[src/rtl/ddr_wr_burst_ctrl.sv]
// Write-burst sequencer for a DDR controller app interface: streams user beats
// onto the write-data channel and issues one write command per beat.
module ddr_wr_burst_ctrl #(
    parameter int DATA_W    = 128,
    parameter int ADDR_W    = 28,
    parameter int BL_W      = 7,
    parameter int ADDR_STEP = 8,
    localparam int MASK_W   = DATA_W / 8
) (
    input  logic              sclk,
    input  logic              rst,
    input  logic              wr_cmd_start,
    input  logic [BL_W-1:0]   wr_cmd_bl,
    input  logic [ADDR_W-1:0] wr_cmd_addr,
    input  logic [MASK_W-1:0] wr_cmd_mask,
    input  logic [DATA_W-1:0] data_in,
    output logic              data_req,
    output logic              wr_busy,
    output logic              wr_end,
    output logic              app_wdf_wren,
    output logic [DATA_W-1:0] app_wdf_data,
    output logic [MASK_W-1:0] app_wdf_mask,
    output logic              app_wdf_end,
    input  logic              app_wdf_rdy,
    output logic              app_en,
    input  logic              app_rdy,
    output logic [ADDR_W-1:0] app_addr,
    output logic [2:0]        app_cmd
);

    localparam int CNT_W = BL_W + 1;

    typedef enum logic [1:0] {IDLE, WRITE, DONE} state_t;

    state_t            state_q, state_d;
    logic [BL_W-1:0]   bl_q, bl_d;
    logic [ADDR_W-1:0] addr_q, addr_d;
    logic [MASK_W-1:0] mask_q, mask_d;
    logic [CNT_W-1:0]  data_cnt_q, data_cnt_d;
    logic [CNT_W-1:0]  cmd_cnt_q, cmd_cnt_d;
    logic              wren_q, wren_d;
    logic              busy_q, busy_d;
    logic              end_q, end_d;

    logic [CNT_W-1:0]  blExt;
    logic              dataAcc;
    logic              cmdAcc;

    assign blExt = {1'b0, bl_q};

    // Commands trail their data: a command may only go out for a beat already taken.
    assign app_en   = (state_q == WRITE) && (cmd_cnt_q < data_cnt_q) && (cmd_cnt_q < blExt);
    assign dataAcc  = wren_q & app_wdf_rdy;
    assign cmdAcc   = app_en & app_rdy;

    assign data_req     = dataAcc;
    assign app_wdf_wren = wren_q;
    assign app_wdf_end  = wren_q;
    assign app_wdf_data = data_in;
    assign app_wdf_mask = wren_q ? mask_q : '0;
    assign app_addr     = addr_q + (ADDR_W'(cmd_cnt_q) * ADDR_W'(ADDR_STEP));
    assign app_cmd      = 3'b000;
    assign wr_busy      = busy_q;
    assign wr_end       = end_q;

    always_comb begin
        state_d    = state_q;
        bl_d       = bl_q;
        addr_d     = addr_q;
        mask_d     = mask_q;
        data_cnt_d = data_cnt_q;
        cmd_cnt_d  = cmd_cnt_q;
        wren_d     = wren_q;
        busy_d     = busy_q;
        end_d      = end_q;
        case (state_q)
            IDLE: begin
                if (wr_cmd_start && (wr_cmd_bl != '0)) begin
                    state_d    = WRITE;
                    bl_d       = wr_cmd_bl;
                    addr_d     = wr_cmd_addr;
                    mask_d     = wr_cmd_mask;
                    data_cnt_d = '0;
                    cmd_cnt_d  = '0;
                    wren_d     = 1'b1;
                    busy_d     = 1'b1;
                end
            end
            WRITE: begin
                if (dataAcc) begin
                    data_cnt_d = data_cnt_q + CNT_W'(1);
                    if ((data_cnt_q + CNT_W'(1)) == blExt) begin
                        wren_d = 1'b0;
                    end
                end
                if (cmdAcc) begin
                    cmd_cnt_d = cmd_cnt_q + CNT_W'(1);
                end
                if ((data_cnt_d == blExt) && (cmd_cnt_d == blExt)) begin
                    state_d = DONE;
                    end_d   = 1'b1;
                end
            end
            DONE: begin
                state_d    = IDLE;
                end_d      = 1'b0;
                busy_d     = 1'b0;
                wren_d     = 1'b0;
                data_cnt_d = '0;
                cmd_cnt_d  = '0;
            end
            default: begin
                state_d = IDLE;
            end
        endcase
    end

    always_ff @(posedge sclk or posedge rst) begin
        if (rst) begin
            state_q    <= IDLE;
            bl_q       <= '0;
            addr_q     <= '0;
            mask_q     <= '0;
            data_cnt_q <= '0;
            cmd_cnt_q  <= '0;
            wren_q     <= 1'b0;
            busy_q     <= 1'b0;
            end_q      <= 1'b0;
        end else begin
            state_q    <= state_d;
            bl_q       <= bl_d;
            addr_q     <= addr_d;
            mask_q     <= mask_d;
            data_cnt_q <= data_cnt_d;
            cmd_cnt_q  <= cmd_cnt_d;
            wren_q     <= wren_d;
            busy_q     <= busy_d;
            end_q      <= end_d;
        end
    end

endmodule

[config.mk]
export PLATFORM = sky130hd
export DESIGN_NAME = ddr_wr_burst_ctrl
export DESIGN_NICKNAME = d
export VERILOG_FILES = /design/src/rtl/ddr_wr_burst_ctrl.sv
export SDC_FILE = /design/constraint.sdc
export NUM_CORES = 1
export LEC_CHECK = 0
export ABC_AREA = 1
export ABC_CLOCK_PERIOD_IN_PS = 2900
export CAP_MARGIN = 20
export CORE_AREA = 8 8 135 137
export DETAILED_ROUTE_END_ITERATION = 6
export DIE_AREA = 0 0 143 145
export DONT_BUFFER_PORTS = 1
export PLACE_DENSITY = 0.63
export SYNTH_ARGS = -nofsm -noshare
export SYNTH_HDL_FRONTEND = slang
export SYNTH_SLANG_ARGS = --single-unit
[constraint.sdc]
create_clock -name sclk -period 2.9 [get_ports sclk]
set_input_delay 0.435 -clock sclk [delete_from_list [all_inputs] [get_ports sclk]]
set_output_delay 0.435 -clock sclk [all_outputs]
set_load 0.02 [all_outputs]
---- Word-level counts from Yosys, hierarchy flattened ----
Cells that the tools add are included.
operators by class
  magnitude comparators ................... 2
  equal/unequal tests ..................... 9
  bitwise operators ....................... 2
  $add $sub $neg .......................... 3
  reduce and logical (&&, ||, !) cells .... 15
  multiplexer cells ....................... 18
operator list
  cell                                                  number
  case mux 8 bit (3 select lines)                       2
  two-way mux 8 bit                                     5
  adder 28 x 11 -> 28 bit                               1
  equality test 8 x 7 -> 1 bit                          3
  adder 8 x 1 -> 8 bit (second input constant)          2
  two-way mux 16 bit                                    1
  AND reduction 2 bit                                   5
  < comparator 8 x 7 -> 1 bit                           1
  < comparator 8 bit                                    1
  nonzero test 7 bit                                    1
  logical AND 1 bit                                     4
  two-way mux 1 bit                                     4
  two-way mux 2 bit                                     2
  != test 2 x 1 -> 1 bit (second input constant)        2
  != test 2 bit (second input constant)                 2
  case mux 1 bit (2 select lines)                       2
  case mux 2 bit (2 select lines)                       1
  AND reduction 4 bit                                   1
  nonzero test 2 bit                                    2
  case mux 1 bit (3 select lines)                       1
  nonzero test 3 bit                                    1
  AND 1 bit                                             2
  equality test 2 x 1 -> 1 bit (second input constant)  1
  equality test 2 bit (second input constant)           1
  logical NOT 2 bit                                     1
storage, ports and cells
  word-level logic and storage cells ...... 58
  flip-flop bits (word level) ............. 72
  output and inout port bits .............. 181

---- Longest topological paths before layout ----
Gate-level depths: netlist (run 1).
  depth after elaboration ................. 10
  mapped depth ............................ 22

---- Worst setup path after synthesis (run 1) ----
OpenSTA, ideal clock, no wires.
  kind .................................... reg2out
  from .................................... register cmd_cnt_q[0]
  to ...................................... output port app_addr[23]
  arrival time ............................ 2.574 ns
  slack ................................... -0.109 ns
  stages on the path, launching flop included .. 15
  cells stage by stage .................... dfrtp_1 ha_1 inv_1 fa_1 nand3b_1 nor2_1 nor2_1 o21ai_2 nand3_1 or2_1 inv_1 nand4_2 nor2_1 nand2_1 xor2_1
on the way
  cells in the longest elaborated chain, start to end .. 1
RTL lines
  element                   RTL line  RTL
  start: declaration        40        logic [CNT_W-1:0] cmd_cnt_q, cmd_cnt_d;
  start signal: assignment  135       cmd_cnt_q <= cmd_cnt_d;
  adder 28 x 11 -> 28 bit   61        assign app_addr = addr_q + (ADDR_W'(cmd_cnt_q) * ADDR_W'(ADDR_STEP));
  end: declaration          27        output logic [ADDR_W-1:0] app_addr,
No other way between the ends.

---- Worst setup path in the final report (run 1) ----
  from .................................... register addr_q[3]
  to ...................................... output port app_addr[21]
on the way
  cells in the longest elaborated chain, start to end .. 1
RTL lines
  element                   RTL line  RTL
  start: declaration        37        logic [ADDR_W-1:0] addr_q, addr_d;
  start signal: assignment  132       addr_q <= addr_d;
  adder 28 x 11 -> 28 bit   61
No other way between the ends.

==> results.yml, run 1 <==
logic_synthesis:
  ys_ff_latch: 72
  synth_area_leaders: "dfrtp_1, buf_4, nand2_1"
  synth-main-ff-cell: "dfrtp_1"
  synth_mux_area_share_pct: 0
  synthArstFlopShare_pct: 100
  avgSynthCellArea_um2: 7.14
  synth_top_family_by_area: "simple AND/OR/NAND/NOR gates"
  synthAdderAreaFrac_pct: 6.15
  synth_area_leader_cell: "dfrtp_1"
  synth-xor-area-share_pct: 4.81
  synth_edf_count: 0
  yosysWarnings: 0
  synth-compound-area-share_pct: 5.82
  synth_cells: 816
  synthDominantCellAreaShare_pct: 30.9
  synth_area_um2: 5820
  yosysSeqAreaShare_pct: 30.9
  yosys.area_share.simple_pct: 27.7
  ys_types: 37
setup_path:
  cp_max_fo: 3
  r2r_setup_slack_ns: 0.24
  worstPathRequired_ns: 2.47
  cp-start-kind: "register"
  critPathArrivalTime_ns: 2.83
  crit_type: "register to output port"
  cp-end-kind: "output port"
finish:
  drive_above_1_share_pct: 16.6
  antenna-diode-count: 0
  fin_cells: 956
  area_growth_pct: 2.66
  fin_nets: 943
  postLayoutCellArea_um2: 5980
  fin_util_pct: 37.0
die:
  initial_utilization_pct: 36.0
  core_area_um2: 16200
  rows: 47
  dieWidth_um: 143
  pin_count: 365
  die_y_um: 145
  die_area_um2: 20700
flow_run:
  max_cap_violations: 0
clock_tree:
  clockBufferDepth: 2
  cts_buffers: 9
  clk_pin_slew_ns: 0.06
  clock_sinks: 72
  ctsHtreeMaxLevel: 3
  clockRootBuffer: "clkbuf_16"
  clkLatencyLatePin_ns: 0.34
  cts_tree: "done"
route:
  drc_errors: 0
  drtIter0Drc: 267
  wl_mm: 14.8
  avgRoutedWirePerCell_um: 15.5
  vias: 4614
  via_per_inst: 4.83
  antenna_left: 0
  firstDrtPassIters: 7
global_route:
  groute.usage.overall_pct: 14.2
  grt_util_met2_pct: 21.0
  grt.busiest_layer: "met2"
  antenna_found_initial: 0
  overflow: 0
  grtUsageMet1_pct: 18.2
  grt_pass1_vias: 4667
  grt_pass1_wl_mm: 23.9
  grt_start_max_net_pins: 73
  use_met3_pct: 5.15
timing:
  hold_viol: 0
  setup_violations: 11
  report.final.slew_viol_count: 0
  rsz0062_at_grt: "true"
  maxSlewHeadroom_pct: 38.0
  timing.final.ws_setup_ns: -0.368
  tightest_slew_ns: 0.929
  fmax_mhz: 306
  period_needed_ns: 3.27
  min_period_over_period_pct: 113
  clock_skew_ns: 0.00755
place:
  post-place-cells: 928
  placed_area_um2: 5380
  portBuffers: 0
  dp_slack_ns: -0.114
  routabilityCongestion: 0.846
  dp_hpwl_mm: 10.9
status:
  status: "complete, but fails checks"
  violations: "setup timing"
hold_path:
  hp-class: "input port to asynchronous set/reset pin"
power_and_ir_drop:
  p_leak_nw: 3.06
  vdd_drop_max_v: 0.000667
  p_per_area_nw_per_um2: 1050
cell type report:
class                           count  area, um2
Fill cell                        1691      10200
Multi-Input combinational cell    507       2830
Sequential cell                    72       1800
Timing Repair Buffer               59        478
Inverter                           82        310
Tap cell                          220        275
Clock buffer                       14        274
Clock inverter                      2       12.5
cells by family (layout without fill, tap and decap cells):
| logic type | count (synthesis) | in the layout |
|---|---|---|
| AND/OR/NAND/NOR | 385 | 385 |
| XOR/XNOR | 32 | 32 |
| adder cells (fa/ha/maj) | 28 | 28 |
| other | 1 | 3 |
| buffers and inverters | 239 | 157 |
| AO/OA/AOI/OAI | 59 | 59 |
| flip-flops | 72 | 72 |
stage by stage:
stage	hold slack (ns)	TNS, ns	power, mW
2_1_floorplan	0.449	-0.0859	4.37
3_3_place_gp	0.442	-0.0638	4.95
3_5_place_dp	0.443	-0.172	4.99
4_1_cts	0.0870	-2.05	6.17
5_1_grt	0.101	-4.35	6.82
6_report	0.0649	-2.34	6.29
layer usage:
metal	share of wire, %	vias to the layer above
met2	44	169
met1	44	2149
met5	0	-
li1	-	2247
met3	8.9	49
met4	2.8	0
flip-flops by register name, summed over array words and instances, names as in the netlist:
name,count
mask_q,16
app_wdf_end,1
state_q,2
wr_busy,1
data_cnt_q,8
cmd_cnt_q,8
addr_q,28
wr_end,1
bl_q,7
synthesized netlist by cell type, types with 5 or more instances:
cell      count
a21oi_1      12
buf_4       139
clkbuf_1     13
dfrtp_1      72
ha_1         27
inv_1        80
nand2_1     278
nand3_1      48
nand4_1      17
nor2_1       24
nor3_1        5
o21ai_0      24
o22ai_1      14
xnor2_1      10
xor2_1       22
final timing paths:
kind / cells after the start / startpoint / end
worst max-delay path: 14 / addr_q[3]$_DFFE_PP0P_ / app_addr[21]
worst min-delay path: 2 / rst / addr_q[12]$_DFFE_PP0P_
worst max register to register: 19 / cmd_cnt_q[1]$_DFFE_PP0P_ / wr_end$_DFFE_PP0P_
worst min register to register: 2 / mask_q[2]$_DFFE_PP0P_ / mask_q[2]$_DFFE_PP0P_
max in group asynchronous: 2 / rst / data_cnt_q[0]$_DFFE_PP0P_
min in group sclk: 2 / wr_cmd_mask[4] / mask_q[4]$_DFFE_PP0P_
worst max-delay path, stage by stage (launching register included):
cell and delay [ns]:
dfrtp_1 0.35, ha_2 0.17, inv_2 0.04, fa_2 0.34, nand3b_1 0.18, nor2_1 0.16
nor2_2 0.07, o21ai_2 0.17, nand3_2 0.09, or2_4 0.26, inv_4 0.06, nand4_4 0.11
nor2_4 0.14, xor2_1 0.18, buf_4 0.17
what timing repair did:
action | 4_1_cts | 5_1_grt
resized for setup | 17 | 27
pin swaps | 8 | 12
hold buffers | 0 | 0
setup buffers | 9 | 3
endpoints found under the setup margin | 11 | 17
where the power goes:
part / internal [mW] / switching (mW)
clock network: 0.649 / 0.431
registers: 1.42 / 0.451
logic: 1.17 / 2.17
cell usage in the layout (no fill, tap or decap), types with 2 or more instances in the layout:
| cell type | instances |
|---|---|
| nand2_1 | 276 |
| clkbuf_8 | 3 |
| clkbuf_1 | 2 |
| xor2_2 | 6 |
| nand4_1 | 17 |
| nand3_2 | 2 |
| buf_6 | 6 |
| xor2_1 | 16 |
| nor2_1 | 18 |
| nor2_2 | 7 |
| nor3_1 | 4 |
| nor2_4 | 2 |
| nand4_2 | 2 |
| o21ai_0 | 23 |
| nand2_2 | 4 |
| o21ai_2 | 2 |
| o21ai_1 | 2 |
| ha_4 | 6 |
| a21oi_4 | 2 |
| nand3_1 | 46 |
| buf_4 | 52 |
| ha_1 | 20 |
| a21oi_1 | 10 |
| clkbuf_16 | 9 |
| inv_2 | 4 |
| xnor2_1 | 9 |
| dfrtp_1 | 71 |
| conb_1 | 3 |
| a21oi_2 | 2 |
| o22ai_1 | 14 |
| inv_1 | 77 |
No activity file was read; power rests on OpenSTA's default activity.
==> inputs of run 2 (changes only) <==
--- a/config.mk
+++ b/config.mk
@@ -5,14 +5,13 @@
 export SDC_FILE = /design/constraint.sdc
 export NUM_CORES = 1
 export LEC_CHECK = 0
-export ABC_AREA = 1
-export ABC_CLOCK_PERIOD_IN_PS = 2900
+export ABC_CLOCK_PERIOD_IN_PS = 2750
 export CAP_MARGIN = 20
 export CORE_AREA = 8 8 135 137
 export DETAILED_ROUTE_END_ITERATION = 6
 export DIE_AREA = 0 0 143 145
 export DONT_BUFFER_PORTS = 1
-export PLACE_DENSITY = 0.63
+export PLACE_DENSITY = 0.64
 export SYNTH_ARGS = -nofsm -noshare
 export SYNTH_HDL_FRONTEND = slang
 export SYNTH_SLANG_ARGS = --single-unit
==> constraint.sdc (replaced) <==
create_clock -name sclk -period 2.75 [get_ports sclk]
set_input_delay 0.4125 -clock sclk [delete_from_list [all_inputs] [get_ports sclk]]
set_output_delay 0.4125 -clock sclk [all_outputs]
set_load 0.02 [all_outputs]
==> results.yml, run 2 <==
setup_path:
  cp-end-kind: "output port"
  crit_path_start: "cmd_cnt_q[0]$_DFFE_PP0P_"
  rr_endpoint: "state_q[0]$_DFFE_PP0P_"
  r2r-start: "bl_q[6]$_DFFE_PP0P_"
  cp_max_fo: 4
  cp-start-kind: "register"
  reg2regPathDepth: 10
  critPathArrivalTime_ns: 2.69
  crit_type: "register to output port"
  crit_end: "app_addr[21]"
  worstPathRequired_ns: 2.34
  r2r_setup_slack_ns: 0.11
global_route:
  overflow: 0
  antenna_found_initial: 0
  grt_pass1_wl_mm: 23.4
  grt_pass1_vias: 4305
  grt_start_max_net_pins: 34
  groute.usage.overall_pct: 14.1
logic_synthesis:
  avgSynthCellArea_um2: 9.40
  synth-compound-area-share_pct: 10.4
  yosysWarnings: 0
  synth_edf_count: 0
  synthAdderAreaFrac_pct: 6.07
  yosysMostFrequentCell: "buf_4"
  synth_cells: 627
  ys_ff_latch: 72
  synth_area_um2: 5900
  synth_mux_area_share_pct: 10.5
  yosysSeqAreaShare_pct: 30.6
  synth-xor-area-share_pct: 6.54
  synthArstFlopShare_pct: 100
  synth_area_leader_cell: "dfrtp_1"
  synthDominantCellAreaShare_pct: 30.6
  synth_area_leaders: "dfrtp_1, buf_4, mux2_2"
  synthTopCellsByCount: "buf_4, dfrtp_1, mux2_2, nor2_1"
  synth-main-ff-cell: "dfrtp_1"
  ys_types: 70
  yosys.area_share.simple_pct: 15.3
  synth_top_family_by_area: "buffers and inverters"
clock_tree:
  clk_pin_slew_ns: 0.06
  clock_sinks: 72
  clkLatencyLatePin_ns: 0.34
  clockRootBuffer: "clkbuf_16"
  cts_buffers: 9
  cts_tree: "done"
  clockBufferDepth: 2
  ctsHtreeMaxLevel: 3
power_and_ir_drop:
  p_leak_nw: 2.69
  p_total_mw: 6.39
  combPwrFrac_pct: 50.0
  p_switching_mw: 2.68
  pwr-share-clk_pct: 19.8
  seqPwrFrac_pct: 30.2
  swShare_pct: 42.0
  p_per_area_nw_per_um2: 1000
  vdd_drop_max_v: 0.000722
  intPower_mw: 3.71
die:
  pin_count: 365
  die_y_um: 145
  initial_utilization_pct: 36.5
  core_area_um2: 16200
  rows: 47
  die_area_um2: 20700
  dieWidth_um: 143
timing:
  min_period_over_period_pct: 113
  period_needed_ns: 3.10
  fin_setup_tns_ns: -4.06
  hold_viol: 0
  rsz0062_at_grt: "true"
  clock_skew_ns: 0.00888
  report.final.slew_viol_count: 0
  timing.final.ws_setup_ns: -0.354
  fmax_mhz: 322
  tightest_slew_ns: 0.749
  setup_violations: 17
  maxSlewHeadroom_pct: 50.0
route:
  antenna_left: 0
  firstDrtPassIters: 4
  drc_errors: 0
  via_per_inst: 5.29
  avgRoutedWirePerCell_um: 18.9
  drtIter0Drc: 195
  wl_mm: 14.9
  vias: 4156
status:
  violations: "setup timing"
  status: "complete, but fails checks"
finish:
  fin_nets: 773
  fillers: 1576
  final_cell_mix: "dfrtp_1, buf_4, mux2_2, inv_1"
  final_common_cell: "dfrtp_1"
  top_regs: "addr_q x28, mask_q x16"
  antenna-diode-count: 0
  largest_reg_flops: 28
  area_growth_pct: 8.13
  drive_above_1_share_pct: 38.3
  regMostFlops: "addr_q"
place:
  portBuffers: 0
  routabilityCongestion: 0.869
  dp_slack_ns: -0.0500
  dp_hpwl_mm: 11.4
hold_path:
  hp-class: "input port to asynchronous set/reset pin"
flow_run:
  max_cap_violations: 0
run 2: cells by family (layout without fill, tap and decap cells):
kind of cell,after synthesis,in the layout
compound gates,85,85
xor+xnor,44,44
fa+ha+maj,28,28
buf+inv,184,121
flops,72,72
mux,55,55
other cells,1,3
simple gates,158,158
run 2: timing repair:
item,CTS,global route
gates cloned,1,0
hold buffers,0,0
setup buffers,6,7
endpoints found under the setup margin,18,22
gates resized for setup,38,22
pin swaps,19,13
run 2: power groups by stage:
stage               clock [mW]  sequential, mW  combinational (mW)
floorplan                    0            1.80                2.55
finish                    1.27            1.93                3.19
global placement             0            1.88                2.95
global route              1.33            1.99                3.42
detailed placement           0            1.91                3.01
CTS                       1.29            1.93                3.12
run 2: worst max-delay path, stage by stage (launching register included):
cell and delay, ns:
dfrtp_2 0.39, ha_4 0.14, inv_2 0.03, fa_2 0.35, nor2b_2 0.14, o21ai_2 0.08
a21boi_2 0.17, o21a_1 0.14, nor2_2 0.05, o21ai_2 0.15, buf_4 0.14, buf_6 0.10
nand3_2 0.10, xnor2_2 0.20, buf_4 0.17
run 2: cell type report:
cell class	count	area (um2)	area share [%]
well taps	220	275	4.32
multi-input cells	373	3240	50.8
repair buffers	78	632	9.91
clock inverters	7	95.1	1.49
clock buffers	9	225	3.53
flip-flops and latches	72	1810	28.3
inverters	27	101	1.59
run 2: through the flow:
| stage | util [%] | area, um2 | std cells | hold WS [ns] |
|---|---|---|---|---|
| 2_1_floorplan | - | 6030 | 629 | 0.471 |
| 3_3_place_gp | 35.2 | 5690 | 757 | 0.453 |
| 3_5_place_dp | 35.2 | 5690 | 757 | 0.479 |
| 4_1_cts | 38.6 | 6250 | 780 | 0.116 |
| 5_1_grt | 39.4 | 6370 | 786 | 0.147 |
| 6_report | 39.4 | 6370 | 786 | 0.0922 |
run 2: how the worst min path moves through the flow:
stage                                startpoint                     end  cells after the start
after floorplan           mask_q[0]$_DFFE_PP0P_   mask_q[0]$_DFFE_PP0P_                      1
after global placement                      rst  mask_q[12]$_DFFE_PP0P_                      1
after detailed placement                    rst   mask_q[9]$_DFFE_PP0P_                      1
after CTS                                   rst   mask_q[6]$_DFFE_PP0P_                      1
after global routing                        rst   mask_q[6]$_DFFE_PP0P_                      1
final                                       rst   mask_q[6]$_DFFE_PP0P_                      1
run 2: metal layers:
metal  vias up  wire length, um  global-route usage, %
li1       1894                -                      -
met4         0              424                   6.17
met3        62             1460                   5.64
met1      2017             5780                   16.0
met5         -                0                      0
met2       183             7200                   22.9
==> inputs of run 3 (changes only) <==
--- a/config.mk
+++ b/config.mk
@@ -5,13 +5,14 @@
 export SDC_FILE = /design/constraint.sdc
 export NUM_CORES = 1
 export LEC_CHECK = 0
+export ABC_AREA = 1
 export ABC_CLOCK_PERIOD_IN_PS = 2750
 export CAP_MARGIN = 20
 export CORE_AREA = 8 8 135 137
 export DETAILED_ROUTE_END_ITERATION = 6
 export DIE_AREA = 0 0 143 145
 export DONT_BUFFER_PORTS = 1
-export PLACE_DENSITY = 0.64
+export PLACE_DENSITY = 0.63
 export SYNTH_ARGS = -nofsm -noshare
 export SYNTH_HDL_FRONTEND = slang
 export SYNTH_SLANG_ARGS = --single-unit
==> results.yml, run 3 (same netlist as run 1, synthesis figures left out) <==
power_and_ir_drop:
  p_leak_nw: 3.14
  p_switching_mw: 3.24
  p_per_area_nw_per_um2: 1100
  intPower_mw: 3.54
  combPwrFrac_pct: 54.0
  p_total_mw: 6.78
  seqPwrFrac_pct: 28.9
  pwr-share-clk_pct: 17.1
  swShare_pct: 47.8
  vdd_drop_max_v: 0.000565
finish:
  final_common_cell: "nand2_1"
  largest_reg_flops: 28
  antenna-diode-count: 0
  area_growth_pct: 5.48
  fin_nets: 952
  drive_above_1_share_pct: 18.3
  final_cell_mix: "nand2_1, inv_1, dfrtp_1, buf_4, nand3_1"
  top_regs: "addr_q x28, mask_q x16"
  fillers: 1663
  fin_cells: 964
  regMostFlops: "addr_q"
die:
  die_area_um2: 20700
  core_area_um2: 16200
  die_y_um: 145
  initial_utilization_pct: 36.0
  dieWidth_um: 143
  rows: 47
  pin_count: 365
route:
  vias: 4648
  dr_wl_met3_mm: 1.16
  antenna_left: 0
  wl_mm: 14.6
  via_per_inst: 4.82
  avgRoutedWirePerCell_um: 15.2
  wl_met2_mm: 6.69
  drc_errors: 0
  top_layer_used: "met4"
  drtIter0Drc: 284
  wl_met1_mm: 6.29
  firstDrtPassIters: 5
global_route:
  antenna_found_initial: 0
  grt_start_max_net_pins: 62
  overflow: 0
  groute.usage.overall_pct: 14.4
  grt_pass1_wl_mm: 24.0
  grt_pass1_vias: 4725
place:
  post-place-cells: 941
  routabilityCongestion: 0.907
  portBuffers: 0
  dp_hpwl_mm: 11.2
status:
  violations: "setup timing"
  status: "complete, but fails checks"
setup_path:
  slowest_stage: "dfrtp_1"
  crit_type: "register to output port"
  reg2regPathDepth: 19
  cp_max_fo: 3
  r2r-start: "cmd_cnt_q[6]$_DFFE_PP0P_"
  cp-end-kind: "output port"
  critPathArrivalTime_ns: 2.77
  worstPathCellList: "ha_2 -> inv_2 -> fa_2 -> nand3b_1 -> nor2_1 -> nor2_1 -> o21ai_2 -> nand3_2 -> or2_4 -> inv_4 -> nand4_4 -> nor2_4 -> nand2_2 -> xor2_2 -> buf_6"
  cpMostUsedCell: "nor2_1"
  worstPathRequired_ns: 2.34
  cp-start-kind: "register"
  crit_path_start: "addr_q[3]$_DFFE_PP0P_"
  critPathMaxStageDelay_ns: 0.35
clock_tree:
  clockRootBuffer: "clkbuf_16"
  cts_tree: "done"
  clockBufferDepth: 2
  ctsHtreeMaxLevel: 3
  clk_pin_slew_ns: 0.06
  ctsHoldBuffers: 0
  clkLatencyLatePin_ns: 0.34
  clock_sinks: 72
  cts_buffers: 9
timing:
  report.final.slew_viol_count: 0
  tightest_slew_ns: 0.924
  rsz0062_at_grt: "true"
  min_period_over_period_pct: 116
  clock_skew_ns: 0.00599
  maxSlewHeadroom_pct: 38.3
  period_needed_ns: 3.18
  setup_violations: 13
  fmax_mhz: 315
  hold_viol: 0
  timing.final.ws_setup_ns: -0.430
hold_path:
  hp-class: "input port to asynchronous set/reset pin"
flow_run:
  max_cap_violations: 0
[run 3: cell count changes in the layout (fill, tap and decap cells not counted), moves of 6 or more]
| cell | before | now |
|---|---|---|
| buf_4 | 68 | 57 |
| o21ai_0 | 13 | 23 |
| nand2_1 | 24 | 270 |
| xor2_1 | 9 | 18 |
| xnor2_2 | 10 | 3 |
| inv_1 | 25 | 77 |
| and2_1 | 19 | 1 |
| and3_1 | 10 | 0 |
| o22ai_1 | 5 | 14 |
| nand2_2 | 3 | 9 |
| xnor2_1 | 17 | 6 |
| nand3_1 | 15 | 43 |
| mux2_2 | 53 | 0 |
[run 3: cell type report]
class	instances	area [um2]	share of cell area (%)
inverters	82	310	5.05
clock buffers	12	246	4.01
multi-input cells	507	2900	47.2
well taps	220	275	4.48
flip-flops and latches	72	1800	29.3
clock inverters	3	42.5	0.693
repair buffers	68	564	9.19
[run 3: stage by stage]
step                      cell area (um2)  setup TNS, ns  setup WS (ns)  hold WS, ns  util (%)
after floorplan                      5900         -0.344         -0.150        0.449         -
final                                6140          -3.76         -0.430       0.0458      38.0
after global routing                 6140          -6.33         -0.613        0.110      38.0
after detailed placement             5520         -0.572         -0.131        0.435      34.2
after CTS                            5980          -3.74         -0.448       0.0716      37.0
after global placement               5520         -0.358         -0.111        0.431      34.2
[run 3: power by group through the flow]
stage | logic [mW] | clock network, mW | registers (mW)
after floorplan | 2.81 | 0 | 1.83
after global placement | 3.42 | 0 | 1.94
after detailed placement | 3.46 | 0 | 1.93
after CTS | 3.57 | 1.19 | 1.95
after global routing | 4.11 | 1.24 | 2.03
final | 3.67 | 1.16 | 1.96
[run 3: metal layers]
metal  GRT usage [%]  vias up
met2            21.9      183
li1                -     2274
met4            7.12        0
met5               0        -
met3            4.76       51
met1            17.8     2140
[run 3: worst paths after layout]
kind | end | slack (ns)
worst max-delay path | app_addr[23] | -0.43
worst min-delay path | addr_q[18]$_DFFE_PP0P_ | 0.05
worst max register to register | wr_end$_DFFE_PP0P_ | 0.12
worst min register to register | mask_q[15]$_DFFE_PP0P_ | 0.47
max in group asynchronous | mask_q[15]$_DFFE_PP0P_ | 2.05
min in group sclk | mask_q[3]$_DFFE_PP0P_ | 0.18
[run 3: what timing repair did]
item                                    CTS  global route
pin swaps                                 7            12
endpoints found under the setup margin   12            21
resized for setup                        24            26
buffers inserted                          4             4
[run 3: worst max-delay path, delay by kind of cell (launching register included)]
kind	cells	cell delay, ns
flops	1	0.35
buf+inv	3	0.23
fa+ha+maj	2	0.50
compound gates	1	0.15
simple gates	8	1.04
xor+xnor	1	0.14
